==> src/rtl/mem_map_pkg.sv <==
// ============================================================================
// Module  : mem_map_pkg
// Purpose : Shared memory map of the 16-bit word memory (byte addresses of
//           every region and count word), memory widths, the sink list
//           updater state encoding and a word-address helper shared by
//           list scanners.
// Ports   : none (package)
// Rev     : 1.0  initial release
// ============================================================================
`default_nettype none

package mem_map_pkg;

  localparam int WORD_WIDTH = 16;
  localparam int MEM_WIDTH  = 8;

  // Region base addresses (byte addresses, 2 bytes per word entry)
  localparam logic [15:0] FLAGS_ADDR            = 16'h0000;
  localparam logic [15:0] KNOWN_SINKS_ADDR      = 16'h0008;
  localparam logic [15:0] WORST_HOPS_ADDR       = 16'h0028;
  localparam logic [15:0] NEIGHBOR_ID_ADDR      = 16'h0048;
  localparam logic [15:0] CLUSTER_ID_ADDR       = 16'h0088;
  localparam logic [15:0] BATTERY_STAT_ADDR     = 16'h0108;
  localparam logic [15:0] Q_VALUE_ADDR          = 16'h0188;
  localparam logic [15:0] SINK_IDS_ADDR         = 16'h0288;
  localparam logic [15:0] HCM_ADDR              = 16'h0308;
  localparam logic [15:0] BETTER_NEIGHBORS_ADDR = 16'h0588;

  // Count words
  localparam logic [15:0] KNOWN_SINK_COUNT_ADDR      = 16'h0688;
  localparam logic [15:0] NEIGHBOR_COUNT_ADDR        = 16'h068A;
  localparam logic [15:0] SINK_ID_COUNT_ADDR         = 16'h068C;
  localparam logic [15:0] BETTER_NEIGHBOR_COUNT_ADDR = 16'h068E;

  typedef enum logic [2:0] {
    SLU_IDLE   = 3'd0,
    SLU_RD_CNT = 3'd1,
    SLU_SCAN   = 3'd2,
    SLU_APPEND = 3'd3,
    SLU_WR_CNT = 3'd4,
    SLU_DONE   = 3'd5
  } slu_state_e;

  // Byte address of word entry idx in a list starting at base; wraps at 16 bits.
  function automatic logic [15:0] word_addr(input logic [15:0] base,
                                            input logic [15:0] idx);
    return base + {idx[14:0], 1'b0};
  endfunction

endpackage

`default_nettype wire

==> src/rtl/sink_list_updater.sv <==
// ============================================================================
// Module  : sink_list_updater
// Purpose : Bus initiator that looks up a sink ID in the knownSinks list and
//           appends it (then bumps knownSinkCount) when absent and there is
//           room.
// Ports   : clock, nrst        - clock, async active-low reset
//           start, sink_id     - request strobe (IDLE only) and ID to process
//           busy, done         - not-idle flag, one-cycle completion pulse
//           found, full        - hit flag, miss-at-capacity flag
//           result_index       - hit index or newly appended slot index
//           mem_address/wr_en/wdata, mem_rdata - zero-wait-state memory port
// Rev     : 1.0  initial release
// ============================================================================
`default_nettype none

module sink_list_updater
  import mem_map_pkg::*;
#(
  parameter logic [15:0] LIST_BASE   = KNOWN_SINKS_ADDR,
  parameter logic [15:0] COUNT_ADDR  = KNOWN_SINK_COUNT_ADDR,
  parameter int          MAX_ENTRIES = 16
) (
  input  logic        clock,
  input  logic        nrst,
  input  logic        start,
  input  logic [15:0] sink_id,
  output logic        busy,
  output logic        done,
  output logic        found,
  output logic        full,
  output logic [15:0] result_index,
  output logic [15:0] mem_address,
  output logic        mem_wr_en,
  output logic [15:0] mem_wdata,
  input  logic [15:0] mem_rdata
);

  localparam logic [15:0] C_MAX = 16'(MAX_ENTRIES);

  slu_state_e  r_state;
  slu_state_e  w_state_next;

  logic [15:0] r_id;
  logic [15:0] r_count;
  logic [15:0] r_idx;
  logic        r_found;
  logic        r_full;
  logic [15:0] r_result;

  logic [15:0] w_count_clamped;
  logic        w_hit;
  logic        w_last;
  logic        w_list_full;

  // A stored count above capacity is treated as capacity so the scan never
  // walks past the end of the list region.
  assign w_count_clamped = (mem_rdata > C_MAX) ? C_MAX : mem_rdata;
  assign w_hit           = (mem_rdata == r_id);
  // Only evaluated in SCAN, where r_count is at least 1.
  assign w_last          = (r_idx == (r_count - 16'd1));
  assign w_list_full     = (r_count == C_MAX);

  // --------------------------------------------------------------------------
  // State register
  // --------------------------------------------------------------------------
  always_ff @(posedge clock or negedge nrst) begin
    if (!nrst) begin
      r_state <= SLU_IDLE;
    end else begin
      r_state <= w_state_next;
    end
  end

  // --------------------------------------------------------------------------
  // Next state and memory-port outputs. Outputs decode from the state
  // register only, so an asynchronous reset clears them immediately.
  // --------------------------------------------------------------------------
  always_comb begin
    w_state_next = r_state;
    mem_address  = 16'h0000;
    mem_wr_en    = 1'b0;
    mem_wdata    = 16'h0000;

    case (r_state)
      SLU_IDLE: begin
        if (start) begin
          w_state_next = SLU_RD_CNT;
        end
      end
      SLU_RD_CNT: begin
        mem_address  = COUNT_ADDR;
        w_state_next = (w_count_clamped != 16'd0) ? SLU_SCAN : SLU_APPEND;
      end
      SLU_SCAN: begin
        mem_address = word_addr(LIST_BASE, r_idx);
        if (w_hit) begin
          w_state_next = SLU_DONE;
        end else if (w_last) begin
          w_state_next = SLU_APPEND;
        end
      end
      SLU_APPEND: begin
        if (w_list_full) begin
          w_state_next = SLU_DONE;
        end else begin
          mem_wr_en    = 1'b1;
          mem_address  = word_addr(LIST_BASE, r_count);
          mem_wdata    = r_id;
          w_state_next = SLU_WR_CNT;
        end
      end
      SLU_WR_CNT: begin
        mem_wr_en    = 1'b1;
        mem_address  = COUNT_ADDR;
        mem_wdata    = r_count + 16'd1;
        w_state_next = SLU_DONE;
      end
      SLU_DONE: begin
        w_state_next = SLU_IDLE;
      end
      default: begin
        w_state_next = SLU_IDLE;
      end
    endcase
  end

  // --------------------------------------------------------------------------
  // Datapath registers
  // --------------------------------------------------------------------------
  always_ff @(posedge clock or negedge nrst) begin
    if (!nrst) begin
      r_id     <= 16'h0000;
      r_count  <= 16'h0000;
      r_idx    <= 16'h0000;
      r_found  <= 1'b0;
      r_full   <= 1'b0;
      r_result <= 16'h0000;
    end else begin
      case (r_state)
        SLU_IDLE: begin
          if (start) begin
            r_id     <= sink_id;
            r_found  <= 1'b0;
            r_full   <= 1'b0;
            r_result <= 16'h0000;
          end
        end
        SLU_RD_CNT: begin
          r_count <= w_count_clamped;
          r_idx   <= 16'h0000;
        end
        SLU_SCAN: begin
          if (w_hit) begin
            r_found  <= 1'b1;
            r_result <= r_idx;
          end else if (!w_last) begin
            r_idx <= r_idx + 16'd1;
          end
        end
        SLU_APPEND: begin
          if (w_list_full) begin
            r_full <= 1'b1;
          end else begin
            r_result <= r_count;
          end
        end
        default: begin
        end
      endcase
    end
  end

  assign busy         = (r_state != SLU_IDLE);
  assign done         = (r_state == SLU_DONE);
  assign found        = r_found;
  assign full         = r_full;
  assign result_index = r_result;

endmodule

`default_nettype wire

==> config.mk <==
export PLATFORM = sky130hd
export DESIGN_NAME = sink_list_updater
export DESIGN_NICKNAME = d
export VERILOG_FILES = /design/src/rtl/mem_map_pkg.sv /design/src/rtl/sink_list_updater.sv
export SDC_FILE = /design/constraint.sdc
export NUM_CORES = 1
export LEC_CHECK = 0
export CAP_MARGIN = 15
export CORE_ASPECT_RATIO = 1.2
export CORE_MARGIN = 2
export CORE_UTILIZATION = 48
export DETAILED_ROUTE_END_ITERATION = 12
export GPL_ROUTABILITY_DRIVEN = 1
export GPL_TIMING_DRIVEN = 0
export PLACE_DENSITY = 0.85
export SETUP_SLACK_MARGIN = 0.4
export SYNTH_ARGS = -nofsm -noshare
export SYNTH_HDL_FRONTEND = slang
export SYNTH_SLANG_ARGS = --single-unit
==> constraint.sdc <==
create_clock -name clock -period 3 [get_ports clock]
set_clock_uncertainty 0.05 [all_clocks]
set_input_delay 0.3 -clock clock [delete_from_list [all_inputs] [get_ports clock]]
set_output_delay 0.3 -clock clock [all_outputs]
set_load 0.005 [all_outputs]
* Word-level counts from Yosys, hierarchy flattened *
Index checks and enable logic that the tools add are counted.

storage, ports and cells
  register bits after elaboration = 69
  output and inout bits = 53
  bits of input ports = 35
  logic and storage cells = 67

cells by class
  magnitude comparators = 1
  muxes and demuxes = 25
  reductions and logical operators = 14
  add/subtract/negate cells = 5
  eq/ne operators = 15

operator list
  cell                                                  count
  2-to-1 mux 16 bit                                     8
  one-hot mux 16 bit (3 select lines)                   2
  one-hot mux 16 bit (2 select lines)                   2
  adder 16 x 1 -> 16 bit, second input constant         2
  adder 4 x 16 -> 16 bit, first input constant          2
  equality test 16 bit                                  2
  equality test 16 x 5 -> 1 bit, second input constant  1
  > comparator 16 x 5 -> 1 bit, second input constant   1
  nonzero test 16 bit                                   1
  subtractor 16 x 1 -> 16 bit, second input constant    1
  one-hot mux 3 bit (5 select lines)                    1
  inequality test 2 bit, second input constant          6
  2-to-1 mux 3 bit                                      3
  AND reduction 3 bit                                   3
  equality test 3 x 2 -> 1 bit, second input constant   2
  equality test 3 bit, second input constant            2
  2-to-1 mux 1 bit                                      6
  one-hot mux 1 bit (2 select lines)                    3
  nonzero test 2 bit                                    3
  nonzero test 3 bit                                    2
  AND reduction 2 bit                                   2
  AND reduction 4 bit                                   1
  equality test 3 x 1 -> 1 bit, second input constant   1
  zero test 3 bit                                       1
  2 further kinds                                       2

* Depth between registers and ports, before layout *
  depth in word-level cells = 5
  mapped depth = 12

* Least setup slack after synthesis *
No wires, ideal clock.

  path type = reg-to-reg
  start point = register r_count[0]
  end point = register r_idx[10]
  cell stages (with the launch flop) = 12
  setup time = 95 ps
  slack = 184 ps
  data required time = 2855 ps
  arrival time = 2671 ps
  cell sequence = dfrtp_1 -> inv_1 -> ha_1 -> xor2_1 -> o211ai_1 -> a2111o_1 -> or3_4 -> nor4_4 -> buf_6 -> buf_8 -> o211ai_1 -> o31ai_1

between the ends
  word-level cells in the longest chain between the ends = 4

ends and longest elaborated chain
  item                                    line                      RTL
  from (decl)                             sink_list_updater.sv:44   logic [15:0] r_count;
  from (signal assigned)                  sink_list_updater.sv:149  r_count <= w_count_clamped;
  subtractor 16 x 1 -> 16 bit             sink_list_updater.sv:60   assign w_last = (r_idx == (r_count - 16'd1));
  equality test 16 bit                    sink_list_updater.sv:60
  inequality test 2 bit (no source line)  -
  AND reduction 3 bit (no source line)    -
  to (signal assigned)                    sink_list_updater.sv:157  r_idx <= r_idx + 16'd1;
  to (decl)                               sink_list_updater.sv:45   logic [15:0] r_idx;

Every way passes these cells.
A chain may end at the register's enable or synchronous reset.

* Final worst setup path *
  start point = register r_count[2]
  end point = output port mem_address[9]

between the ends
  word-level cells in the longest chain between the ends = 3
  elaborated cells between the ends (all ways) = 4

ends and longest elaborated chain
  item                                                                     line                                        RTL
  adder 4 x 16 -> 16 bit or equality test 16 x 5 -> 1 bit (tied branches)  mem_map_pkg.sv:47, sink_list_updater.sv:61
  2-to-1 mux 16 bit (*)                                                    sink_list_updater.sv:103                    if (w_list_full) begin
  one-hot mux 16 bit (3 select lines) (*)                                  sink_list_updater.sv:84                     case (r_state)
  to (decl)                                                                sink_list_updater.sv:32                     output logic [15:0] mem_address,

Mark *: on every way between the ends. The rest lies on a longest branch, timed or not.

==> impl_metrics.env <==
export IMPL_status="finished clean"
export IMPL_fin_tns_setup_ns=0
export IMPL_path_max_fanout=5
export IMPL_layout_common_cells="dfrtp_1, clkdlybuf4s50_1, nand2_1"
export IMPL_hold_buffers=0
export IMPL_setup_viol=0
export IMPL_syn_nets=581
export IMPL_wl_microns=18200
export IMPL_ys_seq_area_share_pct=36.2
export IMPL_track_usage_pct=32.7
export IMPL_cp_end_kind="output pin"
export IMPL_switching_power_mw=1.41
export IMPL_met1Wirelength_microns=6770
export IMPL_portBuffers=86
export IMPL_routed_top_layer="met4"
export IMPL_hold_ws_ns=0.0170
export IMPL_rows=39
export IMPL_dpl_hpwl_microns=11300
export IMPL_fin_crit_ns=2.90
export IMPL_post_route_period_util_pct=96.5
export IMPL_p_sw_share_pct=39.0
export IMPL_wl_per_cell_microns=22.3
export IMPL_p_seq_share_pct=36.0
export IMPL_synth_edf_count=0
export IMPL_drcViolationCount=0
export IMPL_crit_required_ns=2.65
export IMPL_core_area_sq_mm=0.00961
export IMPL_met2_length_microns=8940
export IMPL_fin_ws_ns=0.104
export IMPL_leakagePower_nw=3.07
export IMPL_r2r_cells=10
export IMPL_fill_cells=638
export IMPL_worst_pin_slew_ns=0.907
export IMPL_syn_cell_area_sq_mm=0.00477
export IMPL_fin_area_sq_mm=0.00704
export IMPL_fin_total_pwr_mw=3.61
export IMPL_antenna_found_initial=0
export IMPL_layout_nets=732
export IMPL_layout_drive_gt1_share_pct=37.9
export IMPL_ys_types=55
export IMPL_timing_fmax_mhz=345
export IMPL_postPlaceCellArea_sq_mm=0.00581
export IMPL_ios=88
export IMPL_grt_max_degree=70
export IMPL_final_util_pct=73.2
export IMPL_stdcell_count=819
export IMPL_clock_path_buffers=2
export IMPL_drt_pass1_iterations=5
export IMPL_path_clk_slew_ns=0.06
export IMPL_initial_core_util_pct=49.6
export IMPL_first_global_vias=5030
export IMPL_max_cap_violations=0
export IMPL_routed_via_density=6.30
export IMPL_rrSetupSlack_ns=0.13
export IMPL_cts_buffers=9
export IMPL_clock_latency_ns=0.34
export IMPL_diodes=0
export IMPL_powerDensity_mw_per_mm2=513
export IMPL_yosysWarnings=0
export IMPL_synthCells=540
export IMPL_cts_sinks=69
export IMPL_htreeDepth=3
export IMPL_areaGrowthSynthToFinish_pct=47.5
export IMPL_comb_power_share_pct=35.9
export IMPL_dr_wl_met3_microns=1420
export IMPL_relSlewSlack_pct=39.5
export IMPL_dieArea_sq_mm=0.0108
export IMPL_worstReg2RegEnd="r_idx[2]"
export IMPL_ys_flop_type="dfrtp_1"
export IMPL_chipWidth_microns=95.0
export IMPL_finalWeightedCongestion=0.953
export IMPL_cts_tree="done"
export IMPL_hp_class="in2async"
export IMPL_layout_commonest_cell="dfrtp_1"
export IMPL_async_flop_share_pct=100
export IMPL_grt_pass1_wl_microns=27000
export IMPL_ys_ff_latch=69
export IMPL_vdd_drop_max_mv=0.456
export IMPL_first_iter_violations=501
export IMPL_gr_total_overflow=0
export IMPL_worstReg2RegStart="r_count[3]"
export IMPL_hold_viol=0
export IMPL_antenna_left=0
export IMPL_crit_type="reg2out"
export IMPL_crit_arrival_ns=2.55
export IMPL_rsz0062_at_grt="yes"
export IMPL_syn_area_per_cell_sq_um=8.84
export IMPL_pwr_share_clk_pct=28.0
export IMPL_clockRootBuffer="clkbuf_16"
export IMPL_p_int_mw=2.20
export IMPL_dp_cells=749
export IMPL_startpoint_type="register"
export IMPL_maxSlewViolCount=0
export IMPL_num_vias=5158
export IMPL_die_height_microns=113
export IMPL_dp_slack_ns=-0.691
-- logic make-up after synthesis --
| family | synth area share, % |
|---|---|
| compound gates | 13.5 |
| xor+xnor | 13.1 |
| fa+ha+maj | 1.57 |
| buf+inv | 5.43 |
| flops | 36.2 |
| mux | 8.60 |
| other cells | 0.0786 |
| simple gates | 21.5 |
-- worst max-delay path: stages (launching register included) --
cell       delay [ns]
dfrtp_1          0.41
buf_6            0.15
inv_6            0.06
ha_4             0.13
and3b_2          0.21
nand4_1          0.29
and2_4           0.27
buf_6            0.11
clkbuf_16        0.16
a22oi_2          0.16
nand2_1          0.09
buf_2            0.15
-- cell type report --
type / count / area, sq um / area share (%)
inverters: 14 / 62.6 / 0.889
plain buffers: 45 / 364 / 5.17
multi-input cells: 412 / 3220 / 45.7
well taps: 123 / 154 / 2.19
clock buffers: 9 / 225 / 3.20
repair buffers: 140 / 1230 / 17.5
clock inverters: 7 / 51.3 / 0.729
flip-flops and latches: 69 / 1730 / 24.6
-- registers in the layout, summed over array words and instances (netlist names) --
| signal | cells |
|---|---|
| r_count | 16 |
| r_id | 16 |
| r_idx | 16 |
| result_index | 16 |
| r_state | 3 |
| found | 1 |
| full | 1 |
-- cell usage after synthesis (3+ instances only) --
cell type	n	area, sq um
and2_1	12	75.1
o31ai_1	5	37.5
and3_1	5	31.3
ha_1	6	75.1
nor2_1	26	97.6
mux2i_1	5	50.1
nor3_1	15	75.1
or4_1	6	45.0
o211ai_1	10	75.1
nor4b_1	3	26.3
o22ai_1	10	62.6
a22o_1	10	87.6
nand2_1	61	229
nand4_1	12	75.1
a21oi_1	13	65.1
nand3_1	17	85.1
nand2b_1	3	18.8
buf_2	5	25.0
xnor2_1	36	315
dfrtp_1	69	1730
mux2_2	32	360
inv_1	14	52.6
nor4_1	9	56.3
or3_1	16	100
xor2_1	33	289
clkbuf_1	31	116
o21ai_0	41	205
buf_1	4	15.0
-- repair_timing --
| item | in CTS | in global routing |
|---|---|---|
| buffers inserted | 34 | 15 |
| endpoints found under the setup margin | 73 | 72 |
| pin swaps | 26 | 24 |
| resized for setup | 246 | 90 |
| gates cloned | 4 | 1 |
-- power by group through the flow --
stage	registers, mW	clock network, mW	logic, mW
3_5_place_dp	1.25	0	1.14
4_1_cts	1.25	1.01	1.21
6_report	1.30	1.01	1.30
5_1_grt	1.31	1.04	1.39
3_3_place_gp	1.24	0	1.11
2_1_floorplan	1.22	0	0.671
-- routing by layer --
layer | vias up | track usage [%]
met5 | - | 0
met3 | 102 | 4.59
met4 | 0 | 18.9
met2 | 352 | 54.6
li1 | 2213 | -
met1 | 2491 | 40.1
-- worst max-delay path by stage --
stage	depth (start not counted)	start	slack (ns)	end
6_report	11	r_count[2]	0.10	mem_address[9]
5_1_grt	10	r_count[3]	0.04	r_idx[3]
4_1_cts	10	r_count[3]	0.15	r_idx[4]
3_5_place_dp	9	mem_rdata[8]	-0.69	result_index[3]
3_3_place_gp	1	nrst	-0.98	r_count[0]
2_1_floorplan	11	r_count[1]	0.40	r_idx[10]
(Power assumes the default switching activity.)
==> RTL edit, RTL diff (same flow settings) <==
Reset style: synchronous (`nrst`), changed in 2 clocked blocks. Comments in the files are not updated.
--- a/src/rtl/sink_list_updater.sv
+++ b/src/rtl/sink_list_updater.sv
@@ -65,3 +65,3 @@
   // --------------------------------------------------------------------------
-  always_ff @(posedge clock or negedge nrst) begin
+  always_ff @(posedge clock) begin
     if (!nrst) begin
@@ -129,3 +129,3 @@
   // --------------------------------------------------------------------------
-  always_ff @(posedge clock or negedge nrst) begin
+  always_ff @(posedge clock) begin
     if (!nrst) begin
Function: differs if nrst is asserted again (counterexample within 4 cycles, from zero or initial values and one cycle with nrst low); with nrst held inactive, the same outputs for 10 cycles.
==> RTL edit against the original RTL <==
  * Sequential cell count unchanged
  * Area after synthesis decreased by 2.4%
  * Routed wire length about the same
  * Sequential share of layout area decreased by 4.1 points
  * Cell area decreased by 2.6%
  * Worst setup slack improved by 48 ps
Power is not compared: it rests on default switching activity, and its combinational part moved more than twofold at a synthesized area within 25%.
==> RTL edit: results (changes against the original RTL) <==
status=complete, no violations (unchanged); routed length per placed instance=20.5 um (was 22.3 um); r2r setup slk=180 ps (was 130 ps); met1 Use GR=37.8% (was 40.1%); WL met3=1560 um (was 1420 um); Finished Layout Cells=890 (was 819); met2 wire length=8870 um (was 8940 um); CP max-delay cell=or4_4 (was dfrtp_1); Post-CTS Setup Bufs=18 (was 34); arrival time worst endpoint=2500 ps (was 2550 ps); post-synth cell types=54 (was 55); vias in the first global route=5080 (was 5030); Routability Congestion=0.985 (was 0.953); GR Layer Usage met2=54.5% (was 54.6%); final net count=803 (was 732); Yosys top cell by area=dfxtp_1 (was dfrtp_1); FILL cells=719 (was 638); critical path endpoint=mem_address[7] (was mem_address[9]); CP peak stage delay=560 ps (was 410 ps); Post-DP Area=5680 um^2 (was 5810 um^2); final hold slack=430 ps (was 17.0 ps); worst-margin pin slew=833 ps (was 907 ps); Crit path max-delay family=simple AND/OR/NAND/NOR gates (unchanged); cells on worst reg2reg path=9 (was 10); GR Util All Layers=32.9% (was 32.7%); post-DP HPWL=12100 um (was 11300 um); worst min-delay path class=flip-flop to flip-flop (was primary input to async pin); Post-synth top cells=nand2_1 (87), dfxtp_1 (69), a21oi_1 (62) (was dfrtp_1 (69), nand2_1 (61), o21ai_0 (41)); Iteration-0 DRC Markers=597 (was 501); Seq/Total Area, Yosys=29.7% (was 36.2%); top cells by area, synth=dfxtp_1 (30%), xnor2_1 (9.2%), nand2_1 (7.0%), a21oi_1 (6.7%), o21ai_0 (4.9%) (was dfrtp_1 (36%), mux2_2 (7.6%), xnor2_1 (6.6%), xor2_1 (6.1%), nand2_1 (4.8%)); placed cell count=837 (was 749); length of the first detailed-routing pass in iterations=8 (was 5); Avg Vias per Cell=6.15 (was 6.30); Post-Syn Nets=669 (was 581); CP Launch Point=r_count[7] (was r_count[2])
RTL edit: power by group through the flow:
stage	Sequential [W]	Combinational [W]	Clock (W)
floorplan	0.000994	0.000323	0
global placement	0.00101	0.000511	0
detailed placement	0.00101	0.000522	0
CTS	0.000987	0.000550	0.00120
global route	0.000991	0.000679	0.00124
finish	0.000988	0.000633	0.00120
RTL edit: metrics by stage:
step                      setup WS (ps)  util (%)
final                               152      72.4
after global routing                104      72.4
after CTS                           238      67.4
after detailed placement           -395      60.0
after global placement             -390      60.0
after floorplan                     403         -
RTL edit: logic make-up after synthesis:
family / synth area share [%]
simple gates: 27.3
compound gates: 20.3
buf+inv: 6.77
xor+xnor: 13.2
flops: 29.7
fa+ha+maj: 1.61
mux: 1.08
other cells: 0.0805
RTL edit: area by class of cell:
cell class,count,share of cell area [%]
clock inverters,6,1.37
well taps,123,2.24
repair buffers,122,15.3
multi-input cells,485,50.4
plain buffers,60,5.88
flip-flops and latches,69,20.5
inverters,15,0.858
clock buffers,10,3.49
